### config.mk
export PLATFORM = sky130hd
export DESIGN_NAME = noc_host_packetizer
export DESIGN_NICKNAME = d
export VERILOG_FILES = /design/src/rtl/noc_host_packetizer.sv
export SDC_FILE = /design/constraint.sdc
export NUM_CORES = 1
export LEC_CHECK = 0
export ABC_AREA = 1
export CAP_MARGIN = 20
export CORE_MARGIN = 2
export CORE_UTILIZATION = 25
export DETAILED_ROUTE_END_ITERATION = 10
export GPL_ROUTABILITY_DRIVEN = 0
export SYNTH_ARGS = -nofsm -noshare
export SYNTH_HDL_FRONTEND = slang
export SYNTH_SLANG_ARGS = --single-unit
### constraint.sdc
create_clock -name clk -period 2.51 [get_ports clk]
set_input_delay 0.502 -clock clk [delete_from_list [all_inputs] [get_ports clk]]
set_output_delay 0.502 -clock clk [all_outputs]
set_load 0.05 [all_outputs]
### src/rtl/noc_host_packetizer.sv
// Host-side NoC packetizer: turns a command (destination + length) and a
// stream of payload words into head/body/tail flits for one mesh ingress port.
module noc_host_packetizer #(
    parameter int FLIT_W = 64,
    parameter int ROWS   = 4,
    parameter int COLS   = 4,
    parameter int LEN_W  = 8
) (
    input  logic              clk,
    input  logic              rst,
    input  logic              cmd_valid,
    output logic              cmd_ready,
    input  logic [3:0]        cmd_dest_row,
    input  logic [3:0]        cmd_dest_col,
    input  logic [LEN_W-1:0]  cmd_len,
    input  logic              data_valid,
    output logic              data_ready,
    input  logic [FLIT_W-3:0] data_word,
    output logic [FLIT_W-1:0] flit_out,
    output logic              valid_out,
    input  logic              ready_in,
    output logic              err_dest,
    output logic [15:0]       pkt_count
);

    // Zero padding below the length field of a head flit.
    localparam int PAD_W = FLIT_W - 2 - 8 - LEN_W;

    localparam logic [1:0] T_BODY   = 2'b00;
    localparam logic [1:0] T_HEAD   = 2'b01;
    localparam logic [1:0] T_TAIL   = 2'b10;
    localparam logic [1:0] T_SINGLE = 2'b11;

    localparam logic [4:0] ROWS_L = 5'(ROWS);
    localparam logic [4:0] COLS_L = 5'(COLS);

    typedef enum logic [1:0] {
        S_IDLE,
        S_HEAD,
        S_BODY,
        S_DRAIN
    } state_t;

    state_t              r_state;
    state_t              w_state_next;

    logic [FLIT_W-1:0]   r_flit;
    logic                r_valid;
    logic                r_err;
    logic [15:0]         r_pkt_count;
    logic [LEN_W-1:0]    r_len;
    logic [LEN_W-1:0]    r_remaining;

    logic                w_dest_ok;
    logic                w_cmd_fire;
    logic                w_out_fire;
    logic                w_data_fire;
    logic                w_last_data;
    logic [1:0]          w_head_type;
    logic [FLIT_W-1:0]   w_head_flit;

    assign w_dest_ok   = ({1'b0, cmd_dest_row} < ROWS_L) && ({1'b0, cmd_dest_col} < COLS_L);
    assign w_cmd_fire  = cmd_valid & cmd_ready;
    assign w_out_fire  = r_valid & ready_in;
    assign w_data_fire = data_valid & data_ready;
    assign w_last_data = (r_remaining == LEN_W'(1));
    // A zero-length packet is a lone head that also closes the packet.
    assign w_head_type = (cmd_len == '0) ? T_SINGLE : T_HEAD;
    assign w_head_flit = {w_head_type, cmd_dest_row, cmd_dest_col, cmd_len, {PAD_W{1'b0}}};

    assign flit_out  = r_flit;
    assign valid_out = r_valid;
    assign err_dest  = r_err;
    assign pkt_count = r_pkt_count;

    // State register.
    always_ff @(posedge clk) begin
        if (rst) begin
            r_state <= S_IDLE;
        end else begin
            r_state <= w_state_next;
        end
    end

    // Next-state and handshake-ready decode; both readies are masked by reset.
    always_comb begin
        w_state_next = r_state;
        cmd_ready    = 1'b0;
        data_ready   = 1'b0;
        case (r_state)
            S_IDLE: begin
                cmd_ready = ~rst;
                if (w_cmd_fire && w_dest_ok) begin
                    w_state_next = S_HEAD;
                end
            end
            S_HEAD: begin
                if (w_out_fire) begin
                    w_state_next = (r_len == '0) ? S_IDLE : S_BODY;
                end
            end
            S_BODY: begin
                // A new payload word may only enter when the output slot frees up.
                data_ready = ~rst & (~r_valid | ready_in);
                if (w_data_fire && w_last_data) begin
                    w_state_next = S_DRAIN;
                end
            end
            S_DRAIN: begin
                if (w_out_fire) begin
                    w_state_next = S_IDLE;
                end
            end
            default: w_state_next = S_IDLE;
        endcase
    end

    // Output flit register, length bookkeeping, error pulse and packet counter.
    always_ff @(posedge clk) begin
        if (rst) begin
            r_flit      <= '0;
            r_valid     <= 1'b0;
            r_err       <= 1'b0;
            r_pkt_count <= '0;
            r_len       <= '0;
            r_remaining <= '0;
        end else begin
            r_err <= w_cmd_fire & ~w_dest_ok;
            case (r_state)
                S_IDLE: begin
                    if (w_cmd_fire && w_dest_ok) begin
                        r_len   <= cmd_len;
                        r_flit  <= w_head_flit;
                        r_valid <= 1'b1;
                    end
                end
                S_HEAD: begin
                    if (w_out_fire) begin
                        r_valid <= 1'b0;
                        if (r_len == '0) begin
                            r_pkt_count <= r_pkt_count + 16'd1;
                        end else begin
                            r_remaining <= r_len;
                        end
                    end
                end
                S_BODY: begin
                    if (w_data_fire) begin
                        r_flit      <= {(w_last_data ? T_TAIL : T_BODY), data_word};
                        r_valid     <= 1'b1;
                        r_remaining <= r_remaining - LEN_W'(1);
                    end else if (w_out_fire) begin
                        r_valid <= 1'b0;
                    end
                end
                S_DRAIN: begin
                    if (w_out_fire) begin
                        r_valid     <= 1'b0;
                        r_pkt_count <= r_pkt_count + 16'd1;
                    end
                end
                default: ;
            endcase
        end
    end

endmodule
Word level (Yosys, flattened, before mapping)
Index checks and enable logic that the tools add are counted.

Bits in registers: 100. Input port bits: 83. Output and inout bits: 84. Word-level logic and storage cells: 71.

Add/subtract/negate cells: 2. Magnitude comparators: 2. Equal/unequal tests: 11. Multiplexer cells: 25. Bitwise gates (word level): 9. Reduce and logical (&&, ||, !) cells: 15.

Operators by type and width (count): 2-to-1 mux 64 bit (2); one-hot mux 64 bit (2 select lines) (1); 2-to-1 mux 16 bit (3); one-hot mux 16 bit (2 select lines) (1); 2-to-1 mux 8 bit (3); adder 16 x 1 -> 16 bit, second input constant (1); zero test 8 bit (2); one-hot mux 8 bit (2 select lines) (1); 2-to-1 mux 2 bit (7); inequality test 2 bit, second input constant (7); AND reduction 4 bit (3); equality test 8 x 1 -> 1 bit, second input constant (1); < comparator 4 x 3 -> 1 bit, second input constant (2); one-hot mux 2 bit (4 select lines) (1); subtractor 8 x 1 -> 8 bit, second input constant (1); nonzero test 2 bit (3); bitwise AND 1 bit (5); 2-to-1 mux 1 bit (5); equality test 2 bit, second input constant (2); logical AND 1 bit (3); NOT 1 bit (3); one-hot mux 1 bit (3 select lines) (1); AND reduction 3 bit (1); equality test 2 x 1 -> 1 bit, second input constant (1); 4 further kinds (4).

Depth between registers and ports, before layout
Word-level depth: 8. Mapped depth: 11. Gate-level depth less buffers: 11.

Worst setup path before layout
OpenSTA, ideal clock, no wires.

Path kind: input to output. From: in rst. To: out cmd_ready. Arrival: 1.524 ns. Required time: 2.008 ns. Setup slack: 0.484 ns. Stages on the path: 3. Buffers on the path: 2. Cell sequence: buf_2 -> buf_1 -> nor2_1.

Longest elaborated chain between the ends: 2.

RTL lines: from (decl) (line 10) `input logic rst,`; NOT 1 bit (line 92) `cmd_ready = ~rst;`; 2-to-1 mux 1 bit (line 90) `case (r_state)`; to (decl) (line 12) `output logic cmd_ready,`.

Every way passes these cells.

Worst setup path after layout
From: reg r_pkt_count[7], in the netlist pkt_count[7]. To: out pkt_count[7].

RTL lines: from (decl) (line 50) `logic [15:0] r_pkt_count;`; from (signal assigned) (line 141) `r_pkt_count <= r_pkt_count + 16'd1;`; from (signal assigned) (line 159) `r_pkt_count <= r_pkt_count + 16'd1;`; to (decl) (line 23) `output logic [15:0] pkt_count`.

No word-level cell between the ends.

==> impl_metrics.env <==
export IMPL_status="completed"
export IMPL_path_clk_slew_ns=0.07
export IMPL_crit_start="pkt_count[7]"
export IMPL_grt_pass1_vias=4592
export IMPL_post_cts_setup_buffer_count=0
export IMPL_r2r_slack_ns=0.81
export IMPL_worstPathMaxFanout=5
export IMPL_ff_latch_area_um2=2000
export IMPL_grtUsageTotal_pct=14.3
export IMPL_viasPerCell=4.32
export IMPL_clk_path_buf_depth=2
export IMPL_r2r_cells=10
export IMPL_max_stage_delay_ns=0.85
export IMPL_nets=947
export IMPL_p_clk_share_pct=39.7
export IMPL_preCtsSetupSlack_ns=0.176
export IMPL_cts_resized=0
export IMPL_drt_initial_drc_count=180
export IMPL_antenna_found_initial=0
export IMPL_skew_ns=0.0143
export IMPL_p_sw_uw=910
export IMPL_cts_tree="yes"
export IMPL_grt_max_degree=62
export IMPL_clkLatencyLatePin_ns=0.35
export IMPL_maxCapViolCount=0
export IMPL_die_h_um=141
export IMPL_p_seq_share_pct=47.8
export IMPL_max_slew_margin_pct=53.6
export IMPL_fin_cells=1099
export IMPL_synth_area_leaders="dfxtp_1 43%, nand2_1 19%, nor2_1 12%, o21ai_1 6.0%, o21ai_0 3.7%"
export IMPL_cp_top_family="buffers and inverters"
export IMPL_dr_total_vias=4746
export IMPL_drcViolationCount=0
export IMPL_r2r_start="r_state[0]"
export IMPL_tightest_slew_ns=0.696
export IMPL_cp_depth=1
export IMPL_core_um2=18500
export IMPL_clock_sinks=100
export IMPL_crit_buf_inv=1
export IMPL_synth_top_area_share_pct=42.8
export IMPL_drive_above_1_share_pct=4.74
export IMPL_maxSlewViolCount=0
export IMPL_placed_cells=1084
export IMPL_multi_input_area_um2=2310
export IMPL_crit_slowest_cell="clkdlybuf4s50_1"
export IMPL_p_int_mw=2.50
export IMPL_peakVddDrop_mv=0.372
export IMPL_total_power_mw=3.41
export IMPL_ios=167
export IMPL_synthArstFlopShare_pct=0
export IMPL_hpwl_um=9860
export IMPL_hold_buffers=0
export IMPL_crit_arrival_ns=1.64
export IMPL_setup_violations=0
export IMPL_min_period_ns=2.14
export IMPL_ant_nets=0
export IMPL_ys_types=28
export IMPL_end_kind="output pin"
export IMPL_grt_pass1_wl_um=23000
export IMPL_pwr_share_comb_pct=12.5
export IMPL_fin_crit_sh_pct=85.2
export IMPL_synthesis_nets=797
export IMPL_root_buffer="clkbuf_16"
export IMPL_start_util_pct=25.2
export IMPL_diodes=0
export IMPL_rows=50
export IMPL_netlist_area_um2=4670
export IMPL_first_pass_iters=4
export IMPL_maxClockFrequency_ghz=0.468
export IMPL_worst_ep_required_time_ns=2.01
export IMPL_synth_area_leader_cell="dfxtp_1"
export IMPL_p_per_area_nw_per_um2=503
export IMPL_min_path_type="reg -> reg"
export IMPL_synth_edff_count=0
export IMPL_gr_total_overflow=0
export IMPL_yosysSeqAreaShare_pct=42.8
export IMPL_synth_most_common_cell="nand2_1"
export IMPL_numCtsBuffers=9
export IMPL_swShare_pct=26.7
export IMPL_yosys_top_cells_count="236 x nand2_1, 144 x nor2_1, 100 x dfxtp_1"
export IMPL_postSynthCellCount=711
export IMPL_setup_slack_ns=0.372
export IMPL_critPathKind="reg -> out"
export IMPL_portBuffers=166
export IMPL_die_area_um2=19800
export IMPL_yosys_warnings=0
export IMPL_tns_ns=0
export IMPL_htreeDepth=3
export IMPL_ys_flop_type="dfxtp_1"
export IMPL_avgSynthCellArea_um2=6.57
export IMPL_power_leakage_nw=2.60
export IMPL_rsz0062_at_grt="false"
export IMPL_finalHoldViolations=0
export IMPL_wl_um=14100
export IMPL_syn2layout_area_growth_pct=45.2
export IMPL_cp_start_kind="flip-flop"
export IMPL_fill_cells=2001
export IMPL_crit_chain="clkdlybuf4s50_1"
export IMPL_synth_seq_cells=100
export IMPL_die_w_um=141
export IMPL_crit_path_end="pkt_count[7]"
export IMPL_rr_endpoint="flit_out[45]"
export IMPL_wire_per_inst_um=12.8
[area by class of cell]
cell class / instances / area share, %
multi-input cells: 540 / 34.1
flip-flops and latches: 100 / 29.5
repair buffers: 176 / 26.2
well taps: 234 / 4.31
clock buffers: 10 / 3.37
inverters: 34 / 1.90
clock inverters: 5 / 0.627
[state kept, by name, indices dropped and copies added, names as in the netlist, named ones only]
name / cells
r_remaining: 8
flit_out: 64
r_len: 8
err_dest: 1
r_state: 1
valid_out: 1
pkt_count: 16
[layer usage]
metal,part of all wire [%],wire length [um],track usage (%),up-vias
met2,48,6750,25.0,99
met4,1.6,219,4.11,0
met5,0,0,0,-
met3,5.5,772,4.21,13
met1,45,6320,17.2,2107
li1,-,-,-,2527
[cells by family after synthesis]
| logic type | synth area share [%] |
|---|---|
| AND/OR/NAND/NOR | 35.0 |
| AO/OA/AOI/OAI | 12.6 |
| flip-flops | 42.8 |
| buffers and inverters | 7.63 |
| XOR/XNOR | 1.12 |
| adder cells (fa/ha/maj) | 0.803 |
[how the worst min path moves through the flow]
stage,startpoint,to,slack (ns),cells after the start
global route,pkt_count[6],pkt_count[6],0.53,2
global placement,flit_out[62],flit_out[62],0.47,2
CTS,flit_out[62],flit_out[62],0.49,2
finish,flit_out[62],flit_out[62],0.49,2
detailed placement,flit_out[62],flit_out[62],0.48,2
floorplan,flip-flop,flip-flop,0.47,2
[layout by cell type, fill, tap and decap left out]
cell type / Yosys / routed
o21ai_0: 35 / 35
o21ai_1: 56 / 56
dfxtp_1: 100 / 100
nand3b_1: 1 / 1
ha_1: 3 / 3
a31oi_1: 1 / 1
o21ai_2: 1 / 1
o21bai_1: 2 / 2
clkbuf_1: 18 / 1
clkinv_2: 1 / 2
nor2_4: 2 / 2
xor2_1: 3 / 3
buf_2: 5 / 1
nor3_1: 4 / 4
buf_12: 0 / 4
clkdlybuf4s50_1: 0 / 163
nor2_1: 144 / 144
inv_8: 0 / 1
buf_4: 0 / 8
or2_2: 1 / 1
nand4_1: 4 / 4
nand3_2: 1 / 1
nand2_2: 1 / 1
nor2_2: 4 / 4
nand2_1: 236 / 236
xnor2_1: 3 / 3
nand3_1: 17 / 17
clkbuf_16: 0 / 9
inv_1: 30 / 30
a21oi_1: 21 / 21
inv_2: 3 / 3
inv_6: 0 / 3
[through the flow]
step	instance area (um^2)	hold slack, ns	util [%]
final	6790	0.488	36.6
after global routing	6790	0.532	36.6
after CTS	6790	0.491	36.6
after detailed placement	6520	0.475	35.2
after global placement	6520	0.475	35.2
after floorplan	4670	0.470	-
[power by group through the flow]
stage	Sequential, mW	Clock [mW]	Combinational [mW]
finish	1.63	1.35	0.425
global route	1.64	1.46	0.457
CTS	1.63	1.41	0.430
detailed placement	1.67	0	0.428
global placement	1.67	0	0.427
floorplan	1.77	0	0.111
Power figures use the tool's default switching activity.
